`src/rtl/uart_rx_drive.sv`:
```
// uart_rx_drive: mid-bit sampling UART receiver.
// Two-flop synchronizer, baud counter, six-state FSM, parity/framing flags.

module uart_rx_drive #(
    parameter int CLK_FREQ  = 50_000_000,
    parameter int BAUD      = 115200,
    parameter int DATA_BITS = 8,
    parameter int PARITY    = 0
) (
    input  logic       clk,
    input  logic       rst,
    input  logic       uart_rx,
    output logic [7:0] rx_data,
    output logic       rx_valid,
    output logic       rx_parity_err,
    output logic       rx_frame_err,
    output logic       rx_busy
);

    localparam int CPB  = CLK_FREQ / BAUD;
    localparam int HALF = CPB / 2;
    localparam int CW   = $clog2(CPB);
    localparam bit ODD  = (PARITY == 1);
    localparam bit HASP = (PARITY != 0);

    typedef enum logic [2:0] {
        S_IDLE,
        S_START,
        S_DATA,
        S_PARITY,
        S_STOP,
        S_BREAK
    } state_t;

    state_t state;
    state_t state_nx;

    logic                 rx_m;
    logic                 rx_s;
    logic [CW-1:0]        cnt;
    logic [3:0]           bit_idx;
    logic [DATA_BITS-1:0] shreg;
    logic                 par_err;
    logic [7:0]           data_ext;

    logic cnt_term;
    logic half_term;
    logic last_bit;
    logic start_ok;
    logic shift_en;
    logic par_en;
    logic stop_en;

    assign cnt_term  = (cnt == CW'(CPB - 1));
    assign half_term = (cnt == CW'(HALF - 1));
    assign last_bit  = (bit_idx == 4'(DATA_BITS - 1));

    // two-flop synchronizer; idles high so reset looks like a quiet line
    always_ff @(posedge clk) begin
        if (rst) begin
            rx_m <= 1'b1;
            rx_s <= 1'b1;
        end else begin
            rx_m <= uart_rx;
            rx_s <= rx_m;
        end
    end

    // state register
    always_ff @(posedge clk) begin
        if (rst) begin
            state <= S_IDLE;
        end else begin
            state <= state_nx;
        end
    end

    // next-state logic
    always_comb begin
        state_nx = state;
        unique case (state)
            S_IDLE: begin
                if (!rx_s) begin
                    state_nx = S_START;
                end
            end
            S_START: begin
                if (half_term) begin
                    state_nx = rx_s ? S_IDLE : S_DATA;
                end
            end
            S_DATA: begin
                if (cnt_term && last_bit) begin
                    state_nx = HASP ? S_PARITY : S_STOP;
                end
            end
            S_PARITY: begin
                if (cnt_term) begin
                    state_nx = S_STOP;
                end
            end
            S_STOP: begin
                if (cnt_term) begin
                    state_nx = rx_s ? S_IDLE : S_BREAK;
                end
            end
            S_BREAK: begin
                if (rx_s) begin
                    state_nx = S_IDLE;
                end
            end
            default: state_nx = S_IDLE;
        endcase
    end

    // per-state strobes and the busy flag
    always_comb begin
        rx_busy  = 1'b1;
        start_ok = 1'b0;
        shift_en = 1'b0;
        par_en   = 1'b0;
        stop_en  = 1'b0;
        unique case (state)
            S_IDLE:   rx_busy  = 1'b0;
            S_START:  start_ok = half_term && !rx_s;
            S_DATA:   shift_en = cnt_term;
            S_PARITY: par_en   = cnt_term;
            S_STOP:   stop_en  = cnt_term;
            S_BREAK:  rx_busy  = 1'b1;
            default:  rx_busy  = 1'b1;
        endcase
    end

    // baud counter: restarts on every state change, wraps per data bit
    always_ff @(posedge clk) begin
        if (rst) begin
            cnt <= '0;
        end else if (state_nx != state) begin
            cnt <= '0;
        end else if (cnt_term) begin
            cnt <= '0;
        end else begin
            cnt <= cnt + 1'b1;
        end
    end

    // bit index and LSB-first shift register
    always_ff @(posedge clk) begin
        if (rst) begin
            bit_idx <= '0;
            shreg   <= '0;
        end else if (start_ok) begin
            bit_idx <= '0;
        end else if (shift_en) begin
            bit_idx <= bit_idx + 1'b1;
            shreg   <= {rx_s, shreg[DATA_BITS-1:1]};
        end
    end

    // parity check against the completed data word
    always_ff @(posedge clk) begin
        if (rst) begin
            par_err <= 1'b0;
        end else if (par_en) begin
            par_err <= ODD ? ~(^shreg ^ rx_s)
                           :  (^shreg ^ rx_s);
        end
    end

    // zero-extend narrow words into the byte output
    always_comb begin
        data_ext = '0;
        data_ext[DATA_BITS-1:0] = shreg;
    end

    // registered result pulses at the stop sample
    always_ff @(posedge clk) begin
        if (rst) begin
            rx_data       <= '0;
            rx_valid      <= 1'b0;
            rx_parity_err <= 1'b0;
            rx_frame_err  <= 1'b0;
        end else begin
            rx_valid      <= 1'b0;
            rx_parity_err <= 1'b0;
            rx_frame_err  <= 1'b0;
            if (stop_en) begin
                rx_data       <= data_ext;
                rx_valid      <= rx_s;
                rx_frame_err  <= !rx_s;
                rx_parity_err <= rx_s && HASP && par_err;
            end
        end
    end

endmodule
```
`config.mk`:
```
export PLATFORM = sky130hd
export DESIGN_NAME = uart_rx_drive
export DESIGN_NICKNAME = d
export VERILOG_FILES = /design/src/rtl/uart_rx_drive.sv
export SDC_FILE = /design/constraint.sdc
export NUM_CORES = 1
export LEC_CHECK = 0
export ABC_AREA = 1
export BUFFER_PORTS_ARGS = -buffer_cell sky130_fd_sc_hd__buf_2
export CAP_MARGIN = 20
export CORE_AREA = 5 5 81 46
export DETAILED_ROUTE_END_ITERATION = 8
export DIE_AREA = 0 0 86 51
export GPL_TIMING_DRIVEN = 0
export HOLD_SLACK_MARGIN = 0.15
export PLACE_DENSITY = 0.79
export SLEW_MARGIN = 20
export SYNTH_ARGS = -nofsm -noshare
export SYNTH_HDL_FRONTEND = slang
export SYNTH_SLANG_ARGS = --single-unit
```
`constraint.sdc`:
```
create_clock -name clk -period 3.4 [get_ports clk]
set_input_delay 0.85 -clock clk [delete_from_list [all_inputs] [get_ports clk]]
set_output_delay 0.85 -clock clk [all_outputs]
set_load 0.02 [all_outputs]
```
==> impl_metrics.env, run 1 <==
export IMPL_grt_total_usage_pct=18.54
export IMPL_clock_latency_ns=0.29
export IMPL_synth_simple_area_share_pct=37.98
export IMPL_met2_length_um=1432
export IMPL_hold_path_end="rx_s"
export IMPL_multi_input_area_um2=889.6
export IMPL_crit_path_end_kind="primary output"
export IMPL_m1WireLength_um=1815
export IMPL_switching_share_pct=22.08
export IMPL_cts_clk_slew_worst_paths_ns=0.07
export IMPL_slew_violations=0
export IMPL_synth_top_family_by_area="simple AND/OR/NAND/NOR gates"
export IMPL_drc=0
export IMPL_start_kind="flip-flop"
export IMPL_regArea_um2=720.7
export IMPL_ys_types=33
export IMPL_regToRegStartpoint="cnt[0]"
export IMPL_drive_gt1_share_pct=25.21
export IMPL_p_clk_share_pct=43.4
export IMPL_p_leak_nw=0.8005
export IMPL_die_w_um=86
export IMPL_grt_pass1_vias=1318
export IMPL_synth_xor_area_share_pct=3.579
export IMPL_grt_pass1_wl_um=6285
export IMPL_synthCells=213
export IMPL_dieArea_um2=4386
export IMPL_crit_type="flip-flop to primary output"
export IMPL_slew_headroom_pct=66.26
export IMPL_placedCellCount=266
export IMPL_crit_arrival_ns=1.14
export IMPL_dr_wl_met3_um=258
export IMPL_hold_buffers=0
export IMPL_cts_path_max_buffers=2
export IMPL_fin_total_pwr_w=0.0008456
export IMPL_grt_antenna_before_repair=0
export IMPL_hold_viol=0
export IMPL_peakVddDrop_mv=0.3112
export IMPL_min_path_cells=1
export IMPL_crit_required_ns=2.55
export IMPL_p_comb_share_pct=5.4
export IMPL_p_per_area_nw_per_um2=436.9
export IMPL_seqPwrFrac_pct=51.2
export IMPL_fmax_mhz=502.5
export IMPL_whs_ns=0.4302
export IMPL_place_area_um2=1828
export IMPL_synth_compound_area_share_pct=7.232
export IMPL_r2r_cells=9
export IMPL_syn_to_final_growth_pct=13.00
export IMPL_crit_fanout=7
export IMPL_die_h_um=51
export IMPL_crit_slowest_cell="dfxtp_1"
export IMPL_gp_congestion=0.8743
export IMPL_worstHoldStart="rx_m"
export IMPL_setup_viol=0
export IMPL_htree_levels=2
export IMPL_viasPerCell=5.303
export IMPL_clock_sinks=36
export IMPL_regToRegEndpoint="rx_data[7]"
export IMPL_synthAdderAreaFrac_pct=2.922
export IMPL_finalCritPeriodShare_pct=58.53
export IMPL_nets=240
export IMPL_synth_area_um2=1713
export IMPL_io_buffers=13
export IMPL_final_design_area_no_fill_um2=1936
export IMPL_cts_tree="yes"
export IMPL_slowest_delay_ns=0.50
export IMPL_grt_max_degree=12
export IMPL_setup_tns_ns=0
export IMPL_postRouteWirelength_um=3553
export IMPL_cts_resized=0
export IMPL_ys_seq_elements=36
export IMPL_switching_power_w=0.0001867
export IMPL_drv_cap=0
export IMPL_hold_path_class="flip-flop to flip-flop"
export IMPL_cts_buffers=5
export IMPL_tightest_slew_ns=0.5061
export IMPL_rsz0062_at_grt="false"
export IMPL_start_util_pct=59.26
export IMPL_instances_no_fill=274
export IMPL_synth_nets=220
export IMPL_cts_root_buf="clkbuf_8"
export IMPL_postSynthAreaPerCell_um2=8.042
export IMPL_internal_power_w=0.0006589
export IMPL_reg2reg_slack_ns=1.62
export IMPL_antenna_left=0
export IMPL_dpl_hpwl_um=2726
export IMPL_grt_overflow=0
export IMPL_top_level_ports=15
export IMPL_crit_chain="nor2_1 -> nand2_1 -> buf_2"
export IMPL_top_layer_used="met4"
export IMPL_first_pass_iters=4
export IMPL_status="finished, final reports clean"
export IMPL_via_count=1453
export IMPL_postCtsSetupRepairBufs=0
export IMPL_period_needed_ns=1.990
export IMPL_core_area_um2=2890
export IMPL_rows=14
export IMPL_drt_iter0_markers=106
export IMPL_clock_skew_ns=0.008200
export IMPL_ys_warn_count=0
export IMPL_wire_per_inst_um=12.97
export IMPL_synth_mux_area_fraction_pct=0
export IMPL_fillCellCount=252
export IMPL_n_antenna_cell=0
export IMPL_yosysSeqAreaShare_pct=42.07
synthesized netlist by cell type:
| library cell | number | area share (%) |
|---|---|---|
| nor2_4 | 2 | 1.3 |
| a21oi_1 | 19 | 5.6 |
| nand2_4 | 2 | 1.3 |
| nor3_1 | 6 | 1.8 |
| clkbuf_1 | 2 | 0.44 |
| nand2_2 | 6 | 2.2 |
| nor3_2 | 10 | 5.8 |
| nor3b_1 | 1 | 0.44 |
| nor3_4 | 1 | 0.95 |
| buf_4 | 1 | 0.44 |
| nand3_4 | 1 | 1.0 |
| xnor2_1 | 1 | 0.51 |
| nor2_2 | 2 | 0.73 |
| nor2_1 | 10 | 2.2 |
| o21a_1 | 1 | 0.44 |
| nand4_2 | 2 | 1.5 |
| nand2_1 | 56 | 12 |
| clkinv_1 | 1 | 0.22 |
| buf_2 | 1 | 0.29 |
| a31oi_1 | 2 | 0.73 |
| inv_2 | 6 | 1.3 |
| nor2_8 | 1 | 1.2 |
| or2_2 | 2 | 0.73 |
| a21oi_2 | 1 | 0.51 |
| nand4_1 | 2 | 0.73 |
| conb_1 | 1 | 0.22 |
| inv_1 | 15 | 3.3 |
| nand3_1 | 10 | 2.9 |
| xor2_1 | 6 | 3.1 |
| nand3_2 | 1 | 0.58 |
| dfxtp_1 | 36 | 42 |
| ha_1 | 4 | 2.9 |
| and3_1 | 1 | 0.37 |
how the worst max path moves through the flow:
stage,end,start,cells past startpoint,slack (ns)
floorplan,rx_busy,state[1],2,1.86
global placement,cnt[7],cnt[0],8,1.70
detailed placement,rx_data[7],cnt[0],9,1.65
CTS,rx_busy,state[1],3,1.40
global route,rx_busy,state[1],3,1.31
finish,rx_busy,state[1],3,1.41
placed cells by master (no fill, tap or decap):
cell / instances
and3_1: 1
nand2_2: 6
xor2_1: 6
nor3b_1: 1
nand4_1: 2
inv_2: 6
nand3_1: 10
nor2_4: 2
buf_4: 1
nor2_2: 2
inv_1: 15
a31oi_1: 2
nor2_1: 10
clkbuf_1: 3
nand2_1: 56
clkinv_1: 1
xnor2_1: 1
nor3_1: 6
buf_2: 14
dfxtp_1: 36
clkinv_2: 1
a21oi_1: 19
or2_2: 2
nor3_2: 10
nand3_4: 1
nor3_4: 1
o21a_1: 1
bufinv_16: 1
clkbuf_8: 5
nand3_2: 1
nand4_2: 2
a21oi_2: 1
ha_1: 4
nor2_8: 1
conb_1: 1
nand2_4: 2
critical path: cells and delay by family (launching register included):
family,cells,cell delay [ns]
DFF,1,0.50
buffers and inverters,1,0.16
and+or+nand+nor,2,0.19
stage by stage:
| step | util, % | setup WS [ns] |
|---|---|---|
| 3_3_place_gp | 63.25 | 1.701 |
| 6_report | 66.97 | 1.410 |
| 5_1_grt | 66.97 | 1.307 |
| 3_5_place_dp | 63.25 | 1.651 |
| 4_1_cts | 66.97 | 1.398 |
| 2_1_floorplan | - | 1.861 |
cell type report:
| class | count | area share, % |
|---|---|---|
| repair buffers | 13 | 3.361 |
| clock buffers | 6 | 3.749 |
| multi-input cells | 151 | 45.96 |
| well taps | 40 | 2.586 |
| inverters | 22 | 4.266 |
| flip-flops and latches | 36 | 37.23 |
| clock inverters | 2 | 1.810 |
| plain buffers | 4 | 1.034 |
cell families after synthesis:
kind of cell	count (synthesis)
AO/OA/AOI/OAI	23
XOR/XNOR	7
adder cells (fa/ha/maj)	4
buffers and inverters	26
flip-flops	36
other	1
AND/OR/NAND/NOR	116
registers in the layout, indices dropped and copies added (netlist names):
signal and cells:
rx_m 1, cnt 9, rx_s 1, rx_valid 1, data_ext 8, rx_frame_err 1, state 3, bit_idx 4
rx_data 8
layer usage:
| metal | GRT usage, % | vias up |
|---|---|---|
| met1 | 27.99 | 668 |
| li1 | - | 729 |
| met4 | 6.842 | 0 |
| met2 | 24.81 | 49 |
| met3 | 4.815 | 7 |
| met5 | 0 | - |
power groups by stage:
stage	registers, W	logic (W)	clock network [W]
2_1_floorplan	0.000441	0.0000352	0
3_3_place_gp	0.000442	0.0000438	0
3_5_place_dp	0.000442	0.0000455	0
4_1_cts	0.000433	0.0000459	0.000370
5_1_grt	0.000434	0.0000531	0.000400
6_report	0.000433	0.0000454	0.000367
Note: power is estimated with default switching activity, not from simulation.
==> run 2, diff against run 1 <==
- CORE_AREA: 5 5 81 46 -> 5 5 83 47
- DIE_AREA: 0 0 86 51 -> 0 0 88 52
- PLACE_DENSITY: 0.79 -> 0.76
- clock period: 3.4 -> 1.96 ns (I/O delays scaled with it)
==> impl_metrics.env, run 2 (same netlist as run 1, synthesis figures left out) <==
export IMPL_status="finished, final reports clean"
export IMPL_internal_power_w=0.001046
export IMPL_regToRegStartpoint="cnt[0]"
export IMPL_r2r_cells=9
export IMPL_viasPerCell=5.018
export IMPL_worst_slack_ns=0.2605
export IMPL_hold_path_end="rx_m"
export IMPL_crit_type="flip-flop to flip-flop"
export IMPL_p_per_area_nw_per_um2=715.9
export IMPL_peakVddDrop_mv=0.4048
export IMPL_drc=0
export IMPL_fillCellCount=287
export IMPL_die_h_um=52
export IMPL_grt_pass1_vias=1219
export IMPL_top_level_ports=15
export IMPL_fin_total_pwr_w=0.001377
export IMPL_period_needed_ns=1.699
export IMPL_slowest_delay_ns=0.41
export IMPL_crit_fanout=10
export IMPL_p_clk_share_pct=39.8
export IMPL_setup_tns_ns=0
export IMPL_fmax_mhz=588.4
export IMPL_htree_levels=2
export IMPL_min_path_cells=2
export IMPL_clock_skew_ns=0.008904
export IMPL_regToRegEndpoint="rx_data[7]"
export IMPL_p_comb_share_pct=5.7
export IMPL_finalCritPeriodShare_pct=86.71
export IMPL_clock_latency_ns=0.29
export IMPL_cts_clk_slew_worst_paths_ns=0.08
export IMPL_postCtsSetupRepairBufs=0
export IMPL_nets=240
export IMPL_crit_required_ns=2.18
export IMPL_core_area_um2=3172
export IMPL_crit_slowest_cell="dfxtp_1"
export IMPL_dieArea_um2=4576
export IMPL_postRouteWirelength_um=3343
export IMPL_preCtsSetupSlack_ns=0.2850
export IMPL_largest_reg_flops=9
export IMPL_crit_chain="ha_1 -> nand2_1 -> inv_1 -> nand2_2 -> nor2_8 -> nand2_2 -> inv_1 -> nand2_1 -> a21oi_1"
export IMPL_hold_buffers=0
export IMPL_cts_tree="yes"
export IMPL_rows=15
export IMPL_slew_violations=0
export IMPL_reg2reg_slack_ns=0.26
export IMPL_setup_viol=0
export IMPL_finish_utilization_pct=60.63
export IMPL_grt_pass1_wl_um=5906
export IMPL_grt_max_degree=12
export IMPL_first_pass_iters=4
export IMPL_regMostFlops="cnt"
export IMPL_drt_iter0_markers=143
export IMPL_worstHoldStart="uart_rx"
export IMPL_final_cell_mix="nand2_1, dfxtp_1, a21oi_1"
export IMPL_die_w_um=88
export IMPL_cts_resized=0
export IMPL_grt_overflow=0
export IMPL_switching_share_pct=24.03
export IMPL_grt_antenna_before_repair=0
export IMPL_dpl_hpwl_um=2527
export IMPL_rsz0062_at_grt="false"
export IMPL_drv_cap=0
export IMPL_p_leak_nw=0.7963
export IMPL_via_count=1385
export IMPL_start_util_pct=54.00
export IMPL_cts_root_buf="clkbuf_8"
export IMPL_wire_per_inst_um=12.11
export IMPL_final_common_cell="nand2_1"
export IMPL_seqPwrFrac_pct=54.5
export IMPL_cts_path_max_buffers=2
export IMPL_grt_total_usage_pct=17.26
export IMPL_hold_path_class="input pin to flip-flop"
export IMPL_gp_congestion=0.9651
export IMPL_clock_sinks=36
export IMPL_switching_power_w=0.0003308
export IMPL_cts_buffers=5
export IMPL_n_antenna_cell=0
export IMPL_syn_to_final_growth_pct=12.27
export IMPL_crit_arrival_ns=1.92
export IMPL_antenna_left=0
export IMPL_hold_viol=0
export IMPL_io_buffers=13
export IMPL_crit_path_end_kind="flip-flop"
export IMPL_drive_gt1_share_pct=25.64
export IMPL_start_kind="flip-flop"
[run 2: cell types whose count changed in the layout (fill, tap and decap cells not counted), sizes merged]
cell and delta:
clkinv +1, bufinv -1
[run 2: area by class of cell]
cell class / count / area (um^2) / share of cell area [%]
clock buffer: 6 / 82.58 / 4.294
clock inverter: 2 / 10.01 / 0.5205
tap: 42 / 52.55 / 2.733
inverter: 22 / 82.58 / 4.294
buffer: 4 / 20.02 / 1.041
timing repair buffer: 13 / 65.06 / 3.383
multi-input combinational: 151 / 889.6 / 46.26
sequential: 36 / 720.7 / 37.48
[run 2: critical path, delay by kind of cell (launching register included)]
family / cells / cell delay [ns]
buffers and inverters: 2 / 0.33
AO/OA/AOI/OAI: 1 / 0.13
flip-flops: 1 / 0.41
adder cells (fa/ha/maj): 1 / 0.17
AND/OR/NAND/NOR: 5 / 0.59
[run 2: worst max-delay path by stage]
stage / startpoint / to / slack, ns
final: cnt[0] / rx_data[7] / 0.26
after global routing: cnt[0] / rx_data[7] / 0.02
after CTS: cnt[0] / rx_data[7] / 0.28
after detailed placement: cnt[0] / rx_data[7] / 0.28
after global placement: cnt[0] / rx_data[7] / 0.30
after floorplan: cnt[0] / cnt[2] / 0.46
[run 2: per-layer routing]
| layer | vias up | share of wire (%) | global-route usage (%) |
|---|---|---|---|
| met5 | - | 0 | 0 |
| met4 | 0 | 1.3 | 7.653 |
| met3 | 6 | 7.0 | 5.380 |
| met2 | 38 | 33 | 19.38 |
| met1 | 609 | 59 | 27.74 |
| li1 | 732 | - | - |
[run 2: through the flow]
step                      std cells  cell area [um^2]  hold slack, ns
after floorplan                 213              1713          0.3895
after global placement          268              1831          0.3908
after detailed placement        268              1831          0.4082
after CTS                       276              1923          0.3933
after global routing            276              1923          0.3924
final                           276              1923          0.4000
[run 2: power groups by stage]
stage                      logic, W  registers, W  clock network (W)
after floorplan           0.0000610      0.000765                  0
after global placement    0.0000761      0.000768                  0
after detailed placement  0.0000783      0.000768                  0
after CTS                 0.0000784      0.000751           0.000559
after global routing      0.0000853      0.000753           0.000603
final                     0.0000778      0.000751           0.000548
